<file path="config.mk">
export PLATFORM = sky130hd
export DESIGN_NAME = rr_arbiter_8
export DESIGN_NICKNAME = d
export VERILOG_FILES = /design/src/rtl/arb_pkg.sv /design/src/rtl/grant_dec_3x8.sv /design/src/rtl/rr_arbiter_8.sv
export SDC_FILE = /design/constraint.sdc
export NUM_CORES = 1
export LEC_CHECK = 0
export BUFFER_PORTS_ARGS = -buffer_cell sky130_fd_sc_hd__buf_4
export CAP_MARGIN = 20
export CELL_PAD_IN_SITES_DETAIL_PLACEMENT = 0
export CELL_PAD_IN_SITES_GLOBAL_PLACEMENT = 1
export CORE_MARGIN = 2
export CORE_UTILIZATION = 46
export DETAILED_ROUTE_END_ITERATION = 8
export PLACE_DENSITY = 0.91
export RECOVER_POWER = 25
export SLEW_MARGIN = 20
export SYNTH_ARGS = -nofsm -noshare
export SYNTH_HDL_FRONTEND = slang
export SYNTH_HIERARCHICAL = 1
export SYNTH_SLANG_ARGS = --single-unit
</file>
<file path="constraint.sdc">
create_clock -name clk -period 6.4 [get_ports clk]
set_input_delay 1.92 -clock clk [delete_from_list [all_inputs] [get_ports clk]]
set_output_delay 1.92 -clock clk [all_outputs]
set_load 0.05 [all_outputs]
</file>
<file path="src/rtl/arb_pkg.sv">
// Shared constants and types for the 8-way round-robin arbiter.
// Included by the decoder and the arbiter top.
package arb_pkg;

   localparam int unsigned N_REQ        = 8;
   localparam int unsigned IDX_W        = 3;
   localparam int unsigned MAX_HOLD_DEF = 16;

   typedef enum logic [0:0] {IDLE, BUSY} state_e;

endpackage

</file>
<file path="src/rtl/grant_dec_3x8.sv">
// 3-to-8 one-hot decoder with enable.
// Drives the grant bus from the registered owner index.
module grant_dec_3x8
   import arb_pkg::*;
(
   input  logic [IDX_W-1:0] idx,
   input  logic             en,
   output logic [N_REQ-1:0] onehot
);

   always_comb begin
      onehot = '0;
      if (en) onehot[idx] = 1'b1;
   end

endmodule

</file>
<file path="src/rtl/rr_arbiter_8.sv">
// Round-robin arbiter for eight requesters with a per-grant hold limit.
// Every output is a register or a decode of registers, so no input reaches an output combinationally.
module rr_arbiter_8
   import arb_pkg::*;
#(
   parameter int unsigned MAX_HOLD = MAX_HOLD_DEF,
   parameter int unsigned CNT_W    = 8
) (
   input  logic             clk,
   input  logic             rst_n,
   input  logic [N_REQ-1:0] req,
   input  logic             done,
   output logic [N_REQ-1:0] grant,
   output logic [IDX_W-1:0] grant_idx,
   output logic             grant_valid,
   output logic             timeout
);

   state_e           state_q, state_d;
   logic [IDX_W-1:0] ptr_q, ptr_d;
   logic [IDX_W-1:0] idx_q, idx_d;
   logic [CNT_W-1:0] cnt_q, cnt_d;
   logic             timeout_q, timeout_d;
   logic             cnt_max;
   logic             rel;

   // Rotate so that ptr sits at bit 0, then take the lowest set bit.
   function automatic logic [IDX_W-1:0] rr_pick(input logic [N_REQ-1:0] r,
                                                input logic [IDX_W-1:0] p);
      logic [2*N_REQ-1:0] dbl;
      logic [N_REQ-1:0]   rot;
      logic [IDX_W-1:0]   off;
      dbl = {r, r};
      rot = dbl[p +: N_REQ];
      off = '0;
      for (int i = N_REQ - 1; i >= 0; i--) begin
         if (rot[i]) off = IDX_W'(i);
      end
      return p + off;
   endfunction

   always_comb begin
      state_d   = state_q;
      ptr_d     = ptr_q;
      idx_d     = idx_q;
      cnt_d     = cnt_q;
      timeout_d = 1'b0;
      cnt_max   = (cnt_q == CNT_W'(MAX_HOLD - 1));
      rel       = done | ~req[idx_q] | cnt_max;
      unique case (state_q)
         IDLE: begin
            if (|req) begin
               idx_d   = rr_pick(req, ptr_q);
               cnt_d   = '0;
               state_d = BUSY;
            end
         end
         BUSY: begin
            if (rel) begin
               state_d   = IDLE;
               ptr_d     = idx_q + 1'b1;
               // Only a revocation the owner did not ask for counts as a timeout.
               timeout_d = ~done & req[idx_q] & cnt_max;
            end else begin
               cnt_d = cnt_q + 1'b1;
            end
         end
         default: state_d = IDLE;
      endcase
   end

   always_ff @(posedge clk or negedge rst_n) begin
      if (!rst_n) begin
         state_q   <= IDLE;
         ptr_q     <= '0;
         idx_q     <= '0;
         cnt_q     <= '0;
         timeout_q <= 1'b0;
      end else begin
         state_q   <= state_d;
         ptr_q     <= ptr_d;
         idx_q     <= idx_d;
         cnt_q     <= cnt_d;
         timeout_q <= timeout_d;
      end
   end

   assign grant_valid = (state_q == BUSY);
   assign grant_idx   = idx_q;
   assign timeout     = timeout_q;

   grant_dec_3x8 u_dec (
      .idx    (idx_q),
      .en     (grant_valid),
      .onehot (grant)
   );

endmodule

</file>
# After elaboration in Yosys (flattened, before gate mapping)
# Cells that the tools add are included.
# Widths: inputs -> output; s select.
[totals]
inputBits = 11
reg_bits = 16
output_inout_bits = 13
[classes]
n_reduce_logical = 5
shifts = 1
order_cmp = 2
add_sub_neg = 3
muxes = 23
eq_ne = 3
n_bitwise = 7
[op_table]
columns = ["op", "count"]
rows = [
  ["$mux 3", 10],
  ["$mux 8", 3],
  ["$pmux 8 s2", 1],
  ["$shiftx 16x4->8", 1],
  ["$add 8x1->8 const B", 1],
  ["$eq 8x4->1 const B", 1],
  ["$reduce_or 8->1", 1],
  ["$mux 1", 6],
  ["$reduce_and 2->1", 3],
  ["$lt 3x4->1 const B", 1],
  ["$ne 2x2->1 const B", 2],
  ["$add 3x1->3 const B", 1],
  ["$add 3x3->3", 1],
  ["$bmux 1 s3", 1],
  ["$demux 1 s3", 1],
  ["$ge 3x1->1 const B", 1],
  ["$not 1->1", 3],
  ["$and 1x1->1", 2],
  ["$or 1x1->1", 2],
  ["$pmux 1 s2", 1],
  ["$logic_and 1x1->1", 1],
]

# Depth between registers and ports, before layout
# Gate-level depths: netlist of the first run.
[depth]
word_depth = 12
depth_mapped = 14

# Modules after synthesis
# Netlist of the first run, hierarchy kept.
[by_module_without_submodules]
columns = ["module", "cells_per_inst", "area_each_um2", "n_inst"]
rows = [
  ["rr_arbiter_8", 174, 1510.2, 1],
  ["grant_dec_3x8", 8, 95.1, 1],
]

# Worst setup path before layout of the first run
# No wires, ideal clock.
[synth_timing]
kind = "input port to flip-flop"
start = "input port req[4]"
end = "register idx_q[2] (netlist: grant_idx[2])"
arrival_time_ns = 4.267
cell_stages = 13
path_slack_ns = 1.994
cell_sequence = "clkbuf_1 -> mux2_2 -> mux2_2 -> a211o_1 -> a21o_1 -> a22oi_1 -> a211o_1 -> ha_1 -> inv_1 -> fa_1 -> xnor2_1 -> xnor2_1 -> a21oi_1"
[synth_between]
elab_chain_len = 12
[synth_rtl]
columns = ["element", "line", "text"]
rows = [
  ["from (decl)", "rr_arbiter_8.sv:11", "input logic [N_REQ-1:0] req,"],
  ["$shiftx 16x4->8", "rr_arbiter_8.sv:34", "rot = dbl[p +: N_REQ];"],
  ["$mux 3 (8 in a row)", "rr_arbiter_8.sv:37", "if (rot[i]) off = IDX_W'(i);"],
  ["$mux 3", "rr_arbiter_8.sv:52", "if (|req) begin"],
  ["$mux 3", "rr_arbiter_8.sv:50", "unique case (state_q)"],
  ["$add 3x3->3", "rr_arbiter_8.sv:39", "return p + off;"],
  ["to (signal assigned)", "rr_arbiter_8.sv:82", "idx_q <= idx_d;"],
  ["to (decl)", "rr_arbiter_8.sv:21", "logic [IDX_W-1:0] idx_q, idx_d;"],
]
# Parallel ways exist; a longest one is shown, timed or not. The select of a mux whose other input is x is not followed.
# A chain may end at the register's enable or synchronous reset.

# Final worst setup path of the first run
[layout_timing]
start = "input port req[5]"
end = "register idx_q[2] (netlist: grant_idx[2])"
# The elaborated chain is that of the path after synthesis.

==> results of run 1 <==
## cells in the mapped netlist, drive strengths merged (2+ instances only)
master,instances
nor2,14
a211o,3
nor3,23
and4b,3
nor2b,5
ha,3
inv,5
and4bb,3
mux4,4
and3,2
a22oi,2
xnor2,8
nor3b,10
nand3,2
dfrtp,16
nand2b,7
a211oi,2
clkbuf,10
buf,5
mux2,5
a22o,2
or4,5
mux2i,4
nand2,8
a21oi,5
o21ai,5
nor4,7
## final timing paths
path,startpoint,to,slack [ns],depth (start not counted)
worst max-delay path,req[5],grant_idx[2],2.22,13
worst min-delay path,cnt_q[7],cnt_q[7],0.55,2
worst max register to register,ptr_q[1],grant_idx[2],2.90,12
worst min register to register,cnt_q[7],cnt_q[7],0.55,2
max in group asynchronous,rst_n,cnt_q[5],4.22,1
min in group asynchronous,rst_n,cnt_q[1],1.68,1
## state kept, by name, summed over array words and instances, names as in the netlist
name	count
cnt_q	8
grant_idx	3
ptr_q	3
grant_valid	1
timeout	1
## area by class of cell
type	count	area (um2)	area share [%]
clock buffer	4	36.28	2.024
sequential	16	400.4	22.33
timing repair buffer	23	168.9	9.421
multi-input combinational	146	1111	61.97
tap	46	57.56	3.210
inverter	5	18.77	1.047
## power breakdown
group | internal, W | switching, W
logic | 0.000260 | 0.000300
clock network | 0.0000347 | 0.0000330
registers | 0.000130 | 0.000111
## metal layers
layer  global-route usage, %  share of wire [%]  vias up
met5                       0                  0        -
met4                   3.333               0.45        0
met3                   4.107                6.1        2
met2                   33.24                 47       62
met1                   27.24                 47      700
li1                        -                  -      708
## cells by family (layout without fill, tap and decap cells)
logic type	after synthesis	in the layout
AOI/OAI and AO/OA	27	27
xor gates and xnor gates	9	9
adders and majority gates	4	4
buffers and inverters	20	32
DFF	16	16
muxes	13	13
and+or+nand+nor	93	93
## metrics by stage
stage / instances / total power (W) / cell area (um2) / hold slack [ns]
3_3_place_gp: 236 / 0.0007914 / 1760 / 0.5202
6_report: 240 / 0.0008695 / 1793 / 0.5546
5_1_grt: 240 / 0.0009406 / 1793 / 0.5723
4_1_cts: 240 / 0.0008746 / 1797 / 0.5602
3_5_place_dp: 236 / 0.0008079 / 1760 / 0.5428
2_1_floorplan: 182 / 0.0006930 / 1605 / 0.5016
## tightest hold or removal path: cells and delay by family (launching register included)
family / cells / cell delay (ns)
flops: 1 / 0.37
xor+xnor: 1 / 0.12
simple gates: 1 / 0.04
==> flow_metrics.env, run 1 <==
export IMPL_synthAdderAreaFrac_pct=3.585
export IMPL_finalNetCount=210
export IMPL_fin_worst_skew_ns=0.001091
export IMPL_synth_top_family_by_area="simple AND/OR/NAND/NOR gates"
export IMPL_clock_sinks=16
export IMPL_hold_viol_final=0
export IMPL_slew_violations=0
export IMPL_endpoint_kind="flip-flop"
export IMPL_crit_arrival_ns=4.34
export IMPL_grt_max_degree=30
export IMPL_cts_buffer_depth=2
export IMPL_ir_drop_mv=0.1437
export IMPL_grt_setup_unrepaired="no"
export IMPL_synthCells=182
export IMPL_die_w_um=63.08
export IMPL_start_util_pct=48.11
export IMPL_core_rowCount=21
export IMPL_synth_compound_area_share_pct=12.08
export IMPL_root_buffer="clkbuf_4"
export IMPL_synth_area_leaders="dfrtp_1, nor3_1, mux4_2"
export IMPL_fin_ws_ns=2.219
export IMPL_ctsHoldBuffers=0
export IMPL_max_slew_margin_pct=39.63
export IMPL_crit_required_ns=6.56
export IMPL_p_leak_nw=0.7420
export IMPL_synth_area_um2=1605
export IMPL_num_vias=1472
export IMPL_synth_edff_count=0
export IMPL_antenna_left=0
export IMPL_wl_per_cell_um=15.64
export IMPL_gp_congestion=0.8324
export IMPL_clkTransAtPathRegs_ns=0.09
export IMPL_n_antenna_cell=0
export IMPL_layout_drive_gt1_share_pct=23.71
export IMPL_post_cts_repair_setup_buffers=0
export IMPL_cpMaxStageDelayCell="fa_1"
export IMPL_first_pass_iters=4
export IMPL_h_tree_depth=1
export IMPL_fin_util_pct=53.73
export IMPL_async_flop_share_pct=100.0
export IMPL_max_stage_delay_ns=0.39
export IMPL_dp_slack_ns=1.902
export IMPL_grt_antenna_before_repair=0
export IMPL_crit_fanout=10
export IMPL_finalCritPeriodShare_pct=65.33
export IMPL_synth_seq_cells=16
export IMPL_via_per_inst=6.133
export IMPL_drt_drc_violations_left=0
export IMPL_critPathBufInv=2
export IMPL_yosysUniqueCellTypes=51
export IMPL_final_cell_mix="buf_4, nor3_1, dfrtp_1"
export IMPL_status="completed"
export IMPL_numCtsBuffers=3
export IMPL_clkLatencyLatePin_ns=0.29
export IMPL_tns_ns=0
export IMPL_num_fill_cells=311
export IMPL_synth_xor_area_share_pct=4.910
export IMPL_wirelength_um=3753
export IMPL_final_common_cell="buf_4"
export IMPL_setup_viol=0
export IMPL_worst_pin_slew_ns=0.9055
export IMPL_ys_flop_type="dfrtp_1"
export IMPL_synthMuxAreaShare_pct=11.61
export IMPL_crit_type="input port to flip-flop"
export IMPL_cts_tree="built"
export IMPL_fin_crit_ns=4.181
export IMPL_yosys_area_top_type="dfrtp_1"
export IMPL_ys_seq_area_share_pct=24.94
export IMPL_maxCapViolations=0
export IMPL_path_cells="buf_4, mux2_2, mux2_2, a211o_1, a21o_1, a22oi_1, a211o_1, ha_1, inv_1, fa_1, xnor2_1, xnor2_1, a21oi_1"
export IMPL_yosysTopAreaCellShare_pct=24.94
export IMPL_first_iter_violations=116
export IMPL_synth_nets=197
export IMPL_cts_resized=0
export IMPL_dieArea_um2=3978
export IMPL_grtUsageTotal_pct=20.00
export IMPL_synth_simple_gate_area_share_pct=37.02
export IMPL_hpwl_um=2733
export IMPL_p_per_area_nw_per_um2=484.9
export IMPL_grt_pass1_wl_um=6417
export IMPL_min_path_type="flip-flop to flip-flop"
export IMPL_pin_count=24
export IMPL_yosys_warnings=6
export IMPL_avgSynthCellArea_um2=8.820
export IMPL_die_h_um=63.08
export IMPL_fmax_mhz=239.2
export IMPL_critPathLaunchType="input port"
export IMPL_core_um2=3337
export IMPL_cp_top_family="compound AO/OA/AOI/OAI gates"
export IMPL_first_global_vias=1393
export IMPL_area_growth_syn_to_layout_pct=11.69
export IMPL_place_port_buffers=23
export IMPL_gr_total_overflow=0
No activity file was read; power rests on OpenSTA's default activity.
==> inputs of run 2 (changes only) <==
- CORE_UTILIZATION: 46 -> 39
- PLACE_DENSITY: 0.91 -> 0.83
- clock period: 6.4 -> 3.6 ns (I/O delays scaled with it)
==> run 2 against run 1 <==
Compared with the run above: non-clock buffer count up 9; flip-flop and latch count unchanged; sequential share of layout area fell by 1.1 points; count of clock-buffer cells in the layout did not move; register-to-register slack worse by 2.3 ns; wire length increased by 2.9%; setup slack lost 2.0 ns; largest power group unchanged; clock power increased by 130%; critical endpoint unchanged; critical path depth stayed put.
==> flow_metrics.env, run 2 (synthesized netlist as in run 1, its figures left out) <==
export IMPL_final_common_cell="buf_4"
export IMPL_grt_setup_unrepaired="no"
export IMPL_tns_ns=0
export IMPL_gp_congestion=0.8692
export IMPL_clkLatencyLatePin_ns=0.25
export IMPL_wl_per_cell_um=15.26
export IMPL_pin_count=24
export IMPL_core_um2=3971
export IMPL_hold_path_depth=2
export IMPL_first_global_vias=1231
export IMPL_first_iter_violations=126
export IMPL_cts_resized=0
export IMPL_fmax_mhz=295.7
export IMPL_cts_tree="built"
export IMPL_final_cell_mix="buf_4, nor3_1, dfrtp_1"
export IMPL_ir_drop_mv=0.2328
export IMPL_crit_required_ns=3.71
export IMPL_antenna_left=0
export IMPL_fin_util_pct=47.45
export IMPL_top_register="cnt_q"
export IMPL_clkTransAtPathRegs_ns=0.06
export IMPL_cp_top_family="compound AO/OA/AOI/OAI gates"
export IMPL_wl_met2_um=1755
export IMPL_grtUsageTotal_pct=17.50
export IMPL_h_tree_depth=1
export IMPL_cts_buffer_depth=2
export IMPL_setup_viol=0
export IMPL_p_per_area_nw_per_um2=855.6
export IMPL_crit_fanout=2
export IMPL_max_slew_margin_pct=44.01
export IMPL_critPathLaunchType="input port"
export IMPL_numCtsBuffers=3
export IMPL_n_antenna_cell=0
export IMPL_wirelength_um=3862
export IMPL_via_per_inst=5.719
export IMPL_cp_depth=13
export IMPL_gr_total_overflow=0
export IMPL_ctsHoldBuffers=0
export IMPL_cpMaxStageDelayCell="fa_1"
export IMPL_hold_viol_final=0
export IMPL_path_cells="buf_4, mux2_2, mux2_2, a211o_1, a21o_1, a22oi_1, a211o_1, ha_1, inv_1, fa_1, xnor2_1, xnor2_1, a21oi_1"
export IMPL_grt_max_degree=28
export IMPL_maxCapViolations=0
export IMPL_root_buffer="clkbuf_8"
export IMPL_num_vias=1447
export IMPL_max_stage_delay_ns=0.40
export IMPL_post_cts_repair_setup_buffers=0
export IMPL_critPathBufInv=2
export IMPL_status="completed"
export IMPL_hpwl_um=2757
export IMPL_endpoint_kind="flip-flop"
export IMPL_drt_drc_violations_left=0
export IMPL_worst_pin_slew_ns=0.8398
export IMPL_crit_arrival_ns=3.49
export IMPL_wl_met3_um=196
export IMPL_grt_pass1_wl_um=6147
export IMPL_dr_max_layer_used="met3"
export IMPL_finalCritPeriodShare_pct=93.93
export IMPL_start_util_pct=40.42
export IMPL_fin_crit_ns=3.381
export IMPL_finalNetCount=219
export IMPL_min_path_type="flip-flop to flip-flop"
export IMPL_wl_met1_um=1910
export IMPL_die_h_um=68.16
export IMPL_die_w_um=68.16
export IMPL_area_growth_syn_to_layout_pct=17.38
export IMPL_clock_sinks=16
export IMPL_dieArea_um2=4645
export IMPL_layout_drive_gt1_share_pct=27.09
export IMPL_grt_antenna_before_repair=0
export IMPL_core_rowCount=23
export IMPL_r2r_cells=10
export IMPL_p_leak_nw=0.7931
export IMPL_fin_worst_skew_ns=0.001858
export IMPL_crit_type="input port to flip-flop"
export IMPL_place_port_buffers=23
export IMPL_first_pass_iters=4
export IMPL_slew_violations=0
export IMPL_largest_reg_flops=8
==> run 2: final cells by class <==
| cell class | instances | area (um2) |
|---|---|---|
| fillers | 383 | 2087 |
| well taps | 50 | 62.56 |
| repair buffers | 32 | 236.5 |
| clock buffers | 4 | 55.05 |
| inverters | 5 | 18.77 |
| flip-flops and latches | 16 | 400.4 |
| multi-input cells | 146 | 1111 |
==> run 2: routing by layer <==
metal / up-vias / track usage [%]
met5: - / 0
met4: 0 / 2.250
met3: 0 / 3.783
met2: 45 / 25.73
met1: 677 / 26.73
li1: 725 / -
==> run 2: metrics by stage <==
stage	hold WS [ns]	power [W]	instance area, um2	std cells	setup WS (ns)
floorplan	0.5016	0.001232	1605	182	0.03364
global placement	0.5249	0.001452	1833	249	0.01834
detailed placement	0.5386	0.001464	1833	249	-0.03737
CTS	0.5530	0.001629	1888	253	0.2230
global route	0.5941	0.001756	1884	253	0.05268
finish	0.5530	0.001612	1884	253	0.2185
==> run 2: power by group <==
| group | internal [W] | leakage, nW | total, W | switching, W |
|---|---|---|---|---|
| logic | 0.000481 | 0.558 | 0.00108 | 0.000598 |
| registers | 0.000233 | 0.206 | 0.000378 | 0.000146 |
| clock network | 0.0000969 | 0.0288 | 0.000155 | 0.0000577 |
==> run 2: worst min-delay path: stages (launching register included) <==
cell and delay, ns:
dfrtp_1 0.36, xnor2_1 0.12, nor2_1 0.04
==> run 2: path summary, 6_finish.rpt <==
| kind | end | slack, ns | startpoint |
|---|---|---|---|
| worst max-delay path | grant_idx[2] | 0.22 | req[3] |
| min in group asynchronous | cnt_q[3] | 0.91 | rst_n |
| max in group asynchronous | grant_valid | 2.17 | rst_n |
| worst min-delay path | cnt_q[7] | 0.55 | cnt_q[7] |
| worst max register to register | grant_idx[2] | 0.65 | ptr_q[0] |
| worst min register to register | cnt_q[7] | 0.55 | cnt_q[7] |
==> inputs of run 3 (changes only) <==
- CORE_UTILIZATION: 39 -> 48
- CTS_BUF_LIST: default -> sky130_fd_sc_hd__clkbuf_2
- HOLD_SLACK_MARGIN: default -> 0.03
- PLACE_DENSITY: 0.83 -> 0.94
- clock period: 3.6 -> 4.25 ns (I/O delays scaled with it)
==> run 3 against run 2 <==
Compared with the run above: clock skew grew 0.020 ns; clock power fell by 56%; total power fell by 19%; critical path depth is the same; sequential power is 12% lower; first-iteration DRC count increased by 32%; critical endpoint unchanged; highest routed layer is now met4.
==> flow_metrics.env, run 3 (synthesized netlist as in run 1, its figures left out) <==
export IMPL_critPathBufInv=2
export IMPL_grt_max_degree=25
export IMPL_clock_sinks=16
export IMPL_num_vias=1449
export IMPL_gr_total_overflow=0
export IMPL_core_um2=3128
export IMPL_fin_crit_ns=3.537
export IMPL_gp_congestion=0.9004
export IMPL_via_per_inst=6.063
export IMPL_start_util_pct=51.32
export IMPL_slew_violations=0
export IMPL_die_h_um=61.83
export IMPL_area_growth_syn_to_layout_pct=10.91
export IMPL_final_cell_mix="buf_4, nor3_1, dfrtp_1"
export IMPL_setup_viol=0
export IMPL_p_per_area_nw_per_um2=729.6
export IMPL_crit_fanout=10
export IMPL_clkTransAtPathRegs_ns=0.13
export IMPL_clkLatencyLatePin_ns=0.30
export IMPL_crit_type="input port to flip-flop"
export IMPL_worst_pin_slew_ns=0.8375
export IMPL_cts_tree="built"
export IMPL_first_global_vias=1308
export IMPL_crit_arrival_ns=3.69
export IMPL_status="completed"
export IMPL_ctsHoldBuffers=0
export IMPL_path_cells="buf_4, mux2_2, mux2_2, a211o_1, a21o_1, a22oi_1, a211o_1, ha_1, inv_1, fa_1, xnor2_1, xnor2_1, a21oi_1"
export IMPL_drt_drc_violations_left=0
export IMPL_fin_worst_skew_ns=0.02219
export IMPL_numCtsBuffers=3
export IMPL_finalNetCount=211
export IMPL_die_w_um=61.83
export IMPL_multi_input_area_um2=1111
export IMPL_cpMaxStageDelayCell="fa_1"
export IMPL_post_cts_repair_setup_buffers=0
export IMPL_final_common_cell="buf_4"
export IMPL_p_leak_nw=0.7400
export IMPL_grt_antenna_before_repair=0
export IMPL_endpoint_kind="flip-flop"
export IMPL_cts_resized=0
export IMPL_cp_top_family="compound AO/OA/AOI/OAI gates"
export IMPL_grt_setup_unrepaired="no"
export IMPL_critPathLaunchType="input port"
export IMPL_grt_pass1_wl_um=6161
export IMPL_hold_viol_final=0
export IMPL_seqCellArea_um2=400.4
export IMPL_holdWs_ns=0.5734
export IMPL_grtUsageTotal_pct=21.51
export IMPL_dieArea_um2=3823
export IMPL_ir_drop_mv=0.3414
export IMPL_layout_drive_gt1_share_pct=23.59
export IMPL_wl_per_cell_um=15.27
export IMPL_place_port_buffers=23
export IMPL_num_fill_cells=294
export IMPL_dpl_instance_area_um2=1765
export IMPL_max_stage_delay_ns=0.40
export IMPL_hpwl_um=2633
export IMPL_pin_count=24
export IMPL_core_rowCount=20
export IMPL_antenna_left=0
export IMPL_cts_buffer_depth=2
export IMPL_first_iter_violations=166
export IMPL_largest_reg_flops=8
export IMPL_fmax_mhz=282.7
export IMPL_finalCritPeriodShare_pct=83.23
export IMPL_n_antenna_cell=0
export IMPL_crit_required_ns=4.41
export IMPL_final_area_um2=1780
export IMPL_max_slew_margin_pct=44.17
export IMPL_min_path_type="flip-flop to flip-flop"
export IMPL_total_power_w=0.001299
export IMPL_dp_slack_ns=0.4146
export IMPL_first_pass_iters=5
export IMPL_maxCapViolations=0
export IMPL_wirelength_um=3650
export IMPL_tns_ns=0
export IMPL_root_buffer="clkbuf_2"
export IMPL_h_tree_depth=1
export IMPL_top_register="cnt_q"
export IMPL_fin_ws_ns=0.7129
run 3: layout make-up:
cell class	instances	area share, %
multi-input cells	146	62.40
clock inverters	1	0.2108
clock buffers	3	0.8433
repair buffers	24	9.909
inverters	5	1.054
flip-flops and latches	16	22.49
well taps	44	3.092
run 3: final timing paths:
check	startpoint	endpoint	slack, ns	cells after the start
min in group asynchronous	rst_n	grant_idx[1]	1.02	1
worst min register to register	cnt_q[7]	cnt_q[7]	0.57	2
max in group asynchronous	rst_n	cnt_q[4]	2.69	1
worst max-delay path	req[5]	grant_idx[2]	0.71	13
worst max register to register	ptr_q[0]	grant_idx[2]	1.15	10
worst min-delay path	cnt_q[7]	cnt_q[7]	0.57	2
run 3: tightest hold or removal path: cells and delay by family, from the launching register on:
kind             cells  cell delay (ns)
XOR/XNOR             1             0.13
AND/OR/NAND/NOR      1             0.04
flip-flops           1             0.38
run 3: routing by layer:
layer	GRT usage, %	vias to the layer above	wire, um
met2	34.14	61	1649
met4	4.559	0	25
met3	4.348	5	239
met1	30.53	673	1736
met5	0	-	0
li1	-	710	-
run 3: where the power goes:
group | switching [W] | total, W | internal [W]
clock network | 0.0000473 | 0.0000678 | 0.0000204
logic | 0.000499 | 0.000898 | 0.000398
registers | 0.000137 | 0.000333 | 0.000196
run 3: metrics by stage:
step	utilization (%)	instances
2_1_floorplan	-	182
3_3_place_gp	56.44	235
3_5_place_dp	56.44	235
4_1_cts	57.04	239
5_1_grt	56.92	239
6_report	56.92	239
